<file path="src/rtl/ycc_block_aligner.sv">
`default_nettype none
// ============================================================================
// Module   : ycc_block_aligner
// Purpose  : Collects one 8x8 luma block and the matching upsampled 8x8 Cb and
//            Cr blocks in any arrival order. Once all three are held, it
//            streams them out one aligned (Y,Cb,Cr) pixel row per beat.
//            Every interface uses valid/ready handshakes.
// Revision : 1.0 - initial release
// ----------------------------------------------------------------------------
// Ports
//   clock      in   system clock; all state changes on the rising edge
//   reset_n    in   asynchronous, active-low reset
//   y_valid    in   y_block holds a full luma block
//   y_block    in   luma block, [row][col]
//   y_ready    out  luma slot is empty and the aligner is filling
//   c_valid    in   chroma block valid (from supersample_4x4 valid_out)
//   c_ch       in   2'b01 = Cb, 2'b10 = Cr, other codes are illegal
//   c_block    in   chroma block, [row][col]
//   c_ready    out  slot chosen by c_ch is empty, or c_ch is illegal
//   out_valid  out  out_* carry a valid pixel row
//   out_ready  in   downstream accepts the current row
//   out_row    out  row index of the current beat
//   out_y      out  Y row,  out_y[c]  = y_block[out_row][c]
//   out_cb     out  Cb row, same indexing
//   out_cr     out  Cr row, same indexing
//   out_last   out  high together with out_valid on the final row
//   err_ch     out  one-cycle pulse after an illegal c_ch block was dropped
// ============================================================================
module ycc_block_aligner #(
  parameter int DATA_W = 9,
  parameter int N      = 8
) (
  input  logic                             clock,
  input  logic                             reset_n,

  input  logic                             y_valid,
  input  logic [N-1:0][N-1:0][DATA_W-1:0]  y_block,
  output logic                             y_ready,

  input  logic                             c_valid,
  input  logic [1:0]                       c_ch,
  input  logic [N-1:0][N-1:0][DATA_W-1:0]  c_block,
  output logic                             c_ready,

  output logic                             out_valid,
  input  logic                             out_ready,
  output logic [2:0]                       out_row,
  output logic [N-1:0][DATA_W-1:0]         out_y,
  output logic [N-1:0][DATA_W-1:0]         out_cb,
  output logic [N-1:0][DATA_W-1:0]         out_cr,
  output logic                             out_last,
  output logic                             err_ch
);

  localparam logic [1:0] CH_CB    = 2'b01;
  localparam logic [1:0] CH_CR    = 2'b10;
  localparam logic [2:0] LAST_ROW = 3'(N - 1);
  localparam logic [2:0] PEN_ROW  = 3'(N - 2);

  typedef enum logic [0:0] {
    FILL   = 1'b0,
    STREAM = 1'b1
  } state_t;

  state_t state;

  // Block storage. The data itself carries no reset: the full flags are the
  // only thing that says a slot holds something, and the output muxes are
  // gated by out_valid, so stale contents can never leak out.
  logic [N-1:0][N-1:0][DATA_W-1:0] y_slot;
  logic [N-1:0][N-1:0][DATA_W-1:0] cb_slot;
  logic [N-1:0][N-1:0][DATA_W-1:0] cr_slot;
  logic                            y_full;
  logic                            cb_full;
  logic                            cr_full;
  logic [2:0]                      row;

  logic ch_is_cb;
  logic ch_is_cr;
  logic ch_illegal;
  logic filling;
  logic acc_y;
  logic acc_cb;
  logic acc_cr;
  logic drop_c;
  logic all_full;

  // --------------------------------------------------------------------------
  // Handshake decode
  // --------------------------------------------------------------------------
  assign ch_is_cb   = (c_ch == CH_CB);
  assign ch_is_cr   = (c_ch == CH_CR);
  assign ch_illegal = !(ch_is_cb || ch_is_cr);
  assign filling    = (state == FILL);

  assign y_ready = filling && !y_full;
  // Illegal codes are always consumed while filling so a bad source cannot
  // wedge the chroma port; they are dropped and flagged on err_ch.
  assign c_ready = filling && (ch_illegal ||
                               (ch_is_cb && !cb_full) ||
                               (ch_is_cr && !cr_full));

  assign acc_y    = y_valid && y_ready;
  assign acc_cb   = c_valid && c_ready && ch_is_cb;
  assign acc_cr   = c_valid && c_ready && ch_is_cr;
  assign drop_c   = c_valid && c_ready && ch_illegal;
  assign all_full = y_full && cb_full && cr_full;

  // --------------------------------------------------------------------------
  // Slot data capture
  // --------------------------------------------------------------------------
  always_ff @(posedge clock) begin
    if (acc_y) begin
      y_slot <= y_block;
    end
    if (acc_cb) begin
      cb_slot <= c_block;
    end
    if (acc_cr) begin
      cr_slot <= c_block;
    end
  end

  // --------------------------------------------------------------------------
  // Control FSM: full flags, row counter and registered status outputs.
  // The move to STREAM looks at the registered full flags, so the last
  // accept is followed by exactly one FILL cycle before the first beat.
  // --------------------------------------------------------------------------
  always_ff @(posedge clock or negedge reset_n) begin
    if (!reset_n) begin
      state     <= FILL;
      row       <= 3'd0;
      y_full    <= 1'b0;
      cb_full   <= 1'b0;
      cr_full   <= 1'b0;
      out_valid <= 1'b0;
      out_last  <= 1'b0;
      err_ch    <= 1'b0;
    end else begin
      err_ch <= drop_c;

      case (state)
        FILL: begin
          if (acc_y) begin
            y_full <= 1'b1;
          end
          if (acc_cb) begin
            cb_full <= 1'b1;
          end
          if (acc_cr) begin
            cr_full <= 1'b1;
          end
          if (all_full) begin
            state     <= STREAM;
            row       <= 3'd0;
            out_valid <= 1'b1;
            out_last  <= 1'b0;
          end
        end

        STREAM: begin
          // Without out_ready nothing changes, which keeps every out_*
          // stable for as long as the consumer stalls.
          if (out_ready) begin
            if (row == LAST_ROW) begin
              state     <= FILL;
              row       <= 3'd0;
              y_full    <= 1'b0;
              cb_full   <= 1'b0;
              cr_full   <= 1'b0;
              out_valid <= 1'b0;
              out_last  <= 1'b0;
            end else begin
              row      <= row + 3'd1;
              out_last <= (row == PEN_ROW);
            end
          end
        end

        default: begin
          state     <= FILL;
          row       <= 3'd0;
          out_valid <= 1'b0;
          out_last  <= 1'b0;
        end
      endcase
    end
  end

  // --------------------------------------------------------------------------
  // Row output: a straight mux out of the slots, zeroed between blocks.
  // --------------------------------------------------------------------------
  assign out_row = row;

  always_comb begin
    out_y  = '0;
    out_cb = '0;
    out_cr = '0;
    if (out_valid) begin
      out_y  = y_slot[row];
      out_cb = cb_slot[row];
      out_cr = cr_slot[row];
    end
  end

endmodule
`default_nettype wire
</file>
<file path="config.mk">
export PLATFORM = sky130hd
export DESIGN_NAME = ycc_block_aligner
export DESIGN_NICKNAME = d
export VERILOG_FILES = /design/src/rtl/ycc_block_aligner.sv
export SDC_FILE = /design/constraint.sdc
export NUM_CORES = 2
export LEC_CHECK = 0
export CAP_MARGIN = 30
export CORE_AREA = 4 4 531 533
export CTS_BUF_LIST = sky130_fd_sc_hd__clkbuf_16
export CTS_CLUSTER_DIAMETER = 100
export DETAILED_ROUTE_END_ITERATION = 10
export DIE_AREA = 0 0 535 537
export PLACE_DENSITY = 0.48
export SLEW_MARGIN = 20
export SYNTH_ARGS = -nofsm -noshare
export SYNTH_HDL_FRONTEND = slang
export SYNTH_SLANG_ARGS = --single-unit
</file>
<file path="constraint.sdc">
create_clock -name clock -period 36 [get_ports clock]
set_input_delay 5.4 -clock clock [delete_from_list [all_inputs] [get_ports clock]]
set_output_delay 5.4 -clock clock [all_outputs]
set_load 0.005 [all_outputs]
</file>
==> key figures <==
Route
  – DR vias/cell: around 4.4
  – Routed len/inst: about 31 um
  – Residual DRC: 0
  – Routed Antenna Nets: 0
  – DRT Pass-1 Iters: 5
  – DR vias: roughly 37k
  – Initial DRC Count: 2,902
  – Routed wire length: ~260,000 um

Clocking
  – Clock Tree Root: clkbuf_16
  – Resize count post-CTS: 0
  – Post-CTS Setup Bufs: 0
  – Reg clk slew, reported paths: 0.06 ns
  – Cts hold-fix bufs: 0
  – Clock buffer depth: 4
  – TritonCTS clock tree: built
  – Clock sink count: between 1.5k and 2k
  – H-tree Lvls: 4
  – Clk Latency, worst-skew pair: approximately 0.84 ns
  – Num CTS Buffers: 198

Timing
  – Final worst path period share: 35.0%
  – Fin. max-slew vios: 0
  – Slew HR: between 20% and 30%
  – Final setup viols: 0
  – Final hold vios: 0
  – RSZ-0062 raised after global routing: no
  – Period minus WS final: 12.61 ns
  – Setup TNS: 0 ns
  – Skew final: around 0.033 ns
  – Worst-Margin Slew: about 1.1 ns
  – FMAX: 79.3 MHz

Placement
  – Gpl congestion: around 0.86
  – Detailed Place HPWL: ~200,000 um
  – Placed instance area: between 0.08 and 0.09 mm^2
  – IO buf count: around 1.4k

Setup path
  – Crit path cell chain: clkdlybuf4s50_1 > inv_1 > ha_1 > mux2_2 > a21oi_1 > clkdlybuf4s50_1
  – WS Path Type: input port to output port
  – Most Frequent Cell on Critical Path: clkdlybuf4s50_1
  – CP peak stage delay: 0.54 ns
  – Worst reg2reg path depth: 7
  – Max stage delay cell, worst path: clkdlybuf4s50_1
  – RR Startpoint: cr_full$_DFFE_PN0P_
  – Worst setup path start: c_ch[0]
  – Flop-to-flop setup slack: ~30 ns
  – Worst setup EP type: output port
  – Worst endpoint required time: ~30 ns
  – R2R Path End: cb_slot[57]$_DFFE_PP_
  – CP Launch Type: input port
  – Critical path peak fanout: 3
  – Crit path to: c_ready
  – Critical Path AT: ~7.2 ns

Power
  – Flop pwr share: 42.5%
  – Clock power share: roughly a third
  – Internal power: 4.11 mW
  – Worst vdd ir: around 0.04 mV
  – Combinational fraction of design power: 22.3%
  – Leakage power: roughly 29 nW
  – PwrDens: 62.4 mW/mm^2
  – Switch share: between 20% and 30%
  – Sw Pwr: ~1.6 mW

Synthesis
  – Seq/Total Area, Yosys: between 70% and 80%
  – Top cell type by total area after synthesis: edfxtp_1
  – Area contributors post-synth: edfxtp_1 (78%), mux4_2 (15%), nand2_1 (2.5%)
  – Post-Synthesis Cells: 3,029
  – Distinct cells, synth: 27
  – Yosys top cell area share: 78.2%
  – Syn nets: around 4.2k
  – YS warnings: 0
  – Mapped Area: around 0.066 mm^2
  – Mapped Avg Cell Area: approximately 22 um^2
  – Synthesized flop and latch total: 1,738

GRT
  – Pin count of the biggest net entering global routing: about 180
  – Total global routing overflow: 0
  – Vias in the first global route: 39.3k
  – Global-route wire length before repair: around 350,000 um
  – Overall Global Routing Usage: between 10% and 20%
  – Initial antenna violation count: 202

Status
  – Run status: finished clean

Cells and area
  – Layout net count: 5,663
  – Syn-to-layout area delta: 37.2%
  – Fill cell count: about 27k
  – Fin area: a little over 0.09 mm^2
  – Share of cells above drive strength 1: between 10% and 20%

Min path
  – Min-Delay Path Class: flop to flop
  – Worst Hold Depth: 1

Die
  – Die boundary width: 535 um
  – Row count: 193
  – Core Region: ~0.28 mm^2
  – IO Pins: 1,383
  – Die area: about 0.29 mm^2
  – Die height: around 540 um
  – Starting density of the core: between 20% and 30%

Run
  – MaxCap Viol Count: 0
-- registers in the layout, summed over array words and instances, names as in the netlist --
| signal | count |
|---|---|
| out_last | 1 |
| state | 1 |
| out_row | 3 |
| cb_slot | 576 |
| err_ch | 1 |
| cr_full | 1 |
| y_full | 1 |
| out_valid | 1 |
| cr_slot | 576 |
| cb_full | 1 |
| y_slot | 576 |
-- how the worst min path moves through the flow --
stage,to,start,slack [ns]
floorplan,cb_full$_DFFE_PN0P_,cb_full$_DFFE_PN0P_,0.50
global placement,out_last$_DFFE_PN0P_,out_last$_DFFE_PN0P_,0.52
detailed placement,out_last$_DFFE_PN0P_,out_last$_DFFE_PN0P_,0.52
CTS,out_last$_DFFE_PN0P_,out_last$_DFFE_PN0P_,0.54
global route,out_last$_DFFE_PN0P_,out_last$_DFFE_PN0P_,0.58
finish,out_last$_DFFE_PN0P_,out_last$_DFFE_PN0P_,0.54
-- power groups by stage --
stage | logic [mW] | registers [mW] | clock network (mW)
6_report | 1.27 | 2.41 | 2.00
5_1_grt | 1.37 | 2.42 | 2.15
4_1_cts | 1.30 | 2.42 | 2.06
3_5_place_dp | 1.30 | 2.46 | 0
3_3_place_gp | 1.29 | 2.46 | 0
2_1_floorplan | 0.844 | 2.49 | 0
-- final cells by class --
cell class | count | area (um^2) | share of cell area [%]
Sequential cell | 1738 | 52200 | 57.3
Timing Repair Buffer | 1438 | 14500 | 15.9
Multi-Input combinational cell | 1118 | 13200 | 14.5
Clock buffer | 200 | 5000 | 5.50
Tap cell | 3705 | 4640 | 5.09
Clock inverter | 158 | 1360 | 1.49
Antenna cell | 69 | 173 | 0.190
Inverter | 5 | 26.3 | 0.0289
-- layer usage --
metal / GRT usage, % / vias up / wire (um)
met5: 0 / - / 790
met4: 5.63 / 128 / 9330
met3: 6.93 / 567 / 25100
met2: 31.8 / 1607 / 137000
met1: 18.8 / 19200 / 90700
li1: - / 15500 / -
-- layout by cell type (no fill, tap or decap), types with 2 or more instances in the layout --
master and count:
buf_4 42, inv_6 8, ha_1 5, dfrtp_1 6, buf_12 9, a21oi_1 5
clkinv_8 2, bufinv_16 20, inv_8 3, nor2_1 3, o21ai_0 2, clkinv_2 35
a31oi_1 3, inv_16 3, a21boi_1 216, nand2_1 437, and2_4 3, clkinvlp_4 10
clkinv_1 37, a21o_1 2, inv_1 44, edfxtp_1 1728, clkdlybuf4s50_1 1382, mux4_2 432
clkbuf_16 200, diode_2 69, buf_16 5, dfrtp_4 4, a32o_1 2
-- kinds of logic after synthesis --
group                      synth area share (%)
adders and majority gates                0.0942
muxes                                      14.7
buffers and inverters                      1.52
DFF                                        78.5
AOI/OAI and AO/OA                          2.61
and+or+nand+nor                            2.56
-- through the flow --
stage	total power [mW]	worst slack (ns)	cells	hold slack, ns	util (%)
3_5_place_dp	3.75	23.42	8000	0.520	30.5
3_3_place_gp	3.75	23.34	7999	0.518	30.5
6_report	5.68	23.39	8431	0.537	32.9
4_1_cts	5.78	23.42	8358	0.538	32.8
2_1_floorplan	3.33	15.71	3029	0.504	-
5_1_grt	5.94	23.38	8396	0.581	32.9
-- critical path, delay by kind of cell --
family | cells | cell delay (ns)
fa+ha+maj | 1 | 0.23
mux | 1 | 0.29
compound gates | 1 | 0.17
buf+inv | 3 | 1.12
-- Yosys cell counts --
master        n
edfxtp_1   1728
nand2_1     437
mux4_2      432
a21boi_1    216
clkbuf_1     66
buf_6        41
buf_2        37
buf_1        22
dfrtp_1      10
a21oi_1       5
ha_1          5
and2_1        4
inv_1         4
a31oi_1       3
nor2_1        3
a21o_1        2
a32o_1        2
buf_4         2
o21ai_0       2
a211oi_1      1
a22o_1        1
inv_2         1
mux2_2        1
nand2b_1      1
nand3b_1      1
nor2b_1       1
o2bb2ai_1     1
(Power assumes the default switching activity.)
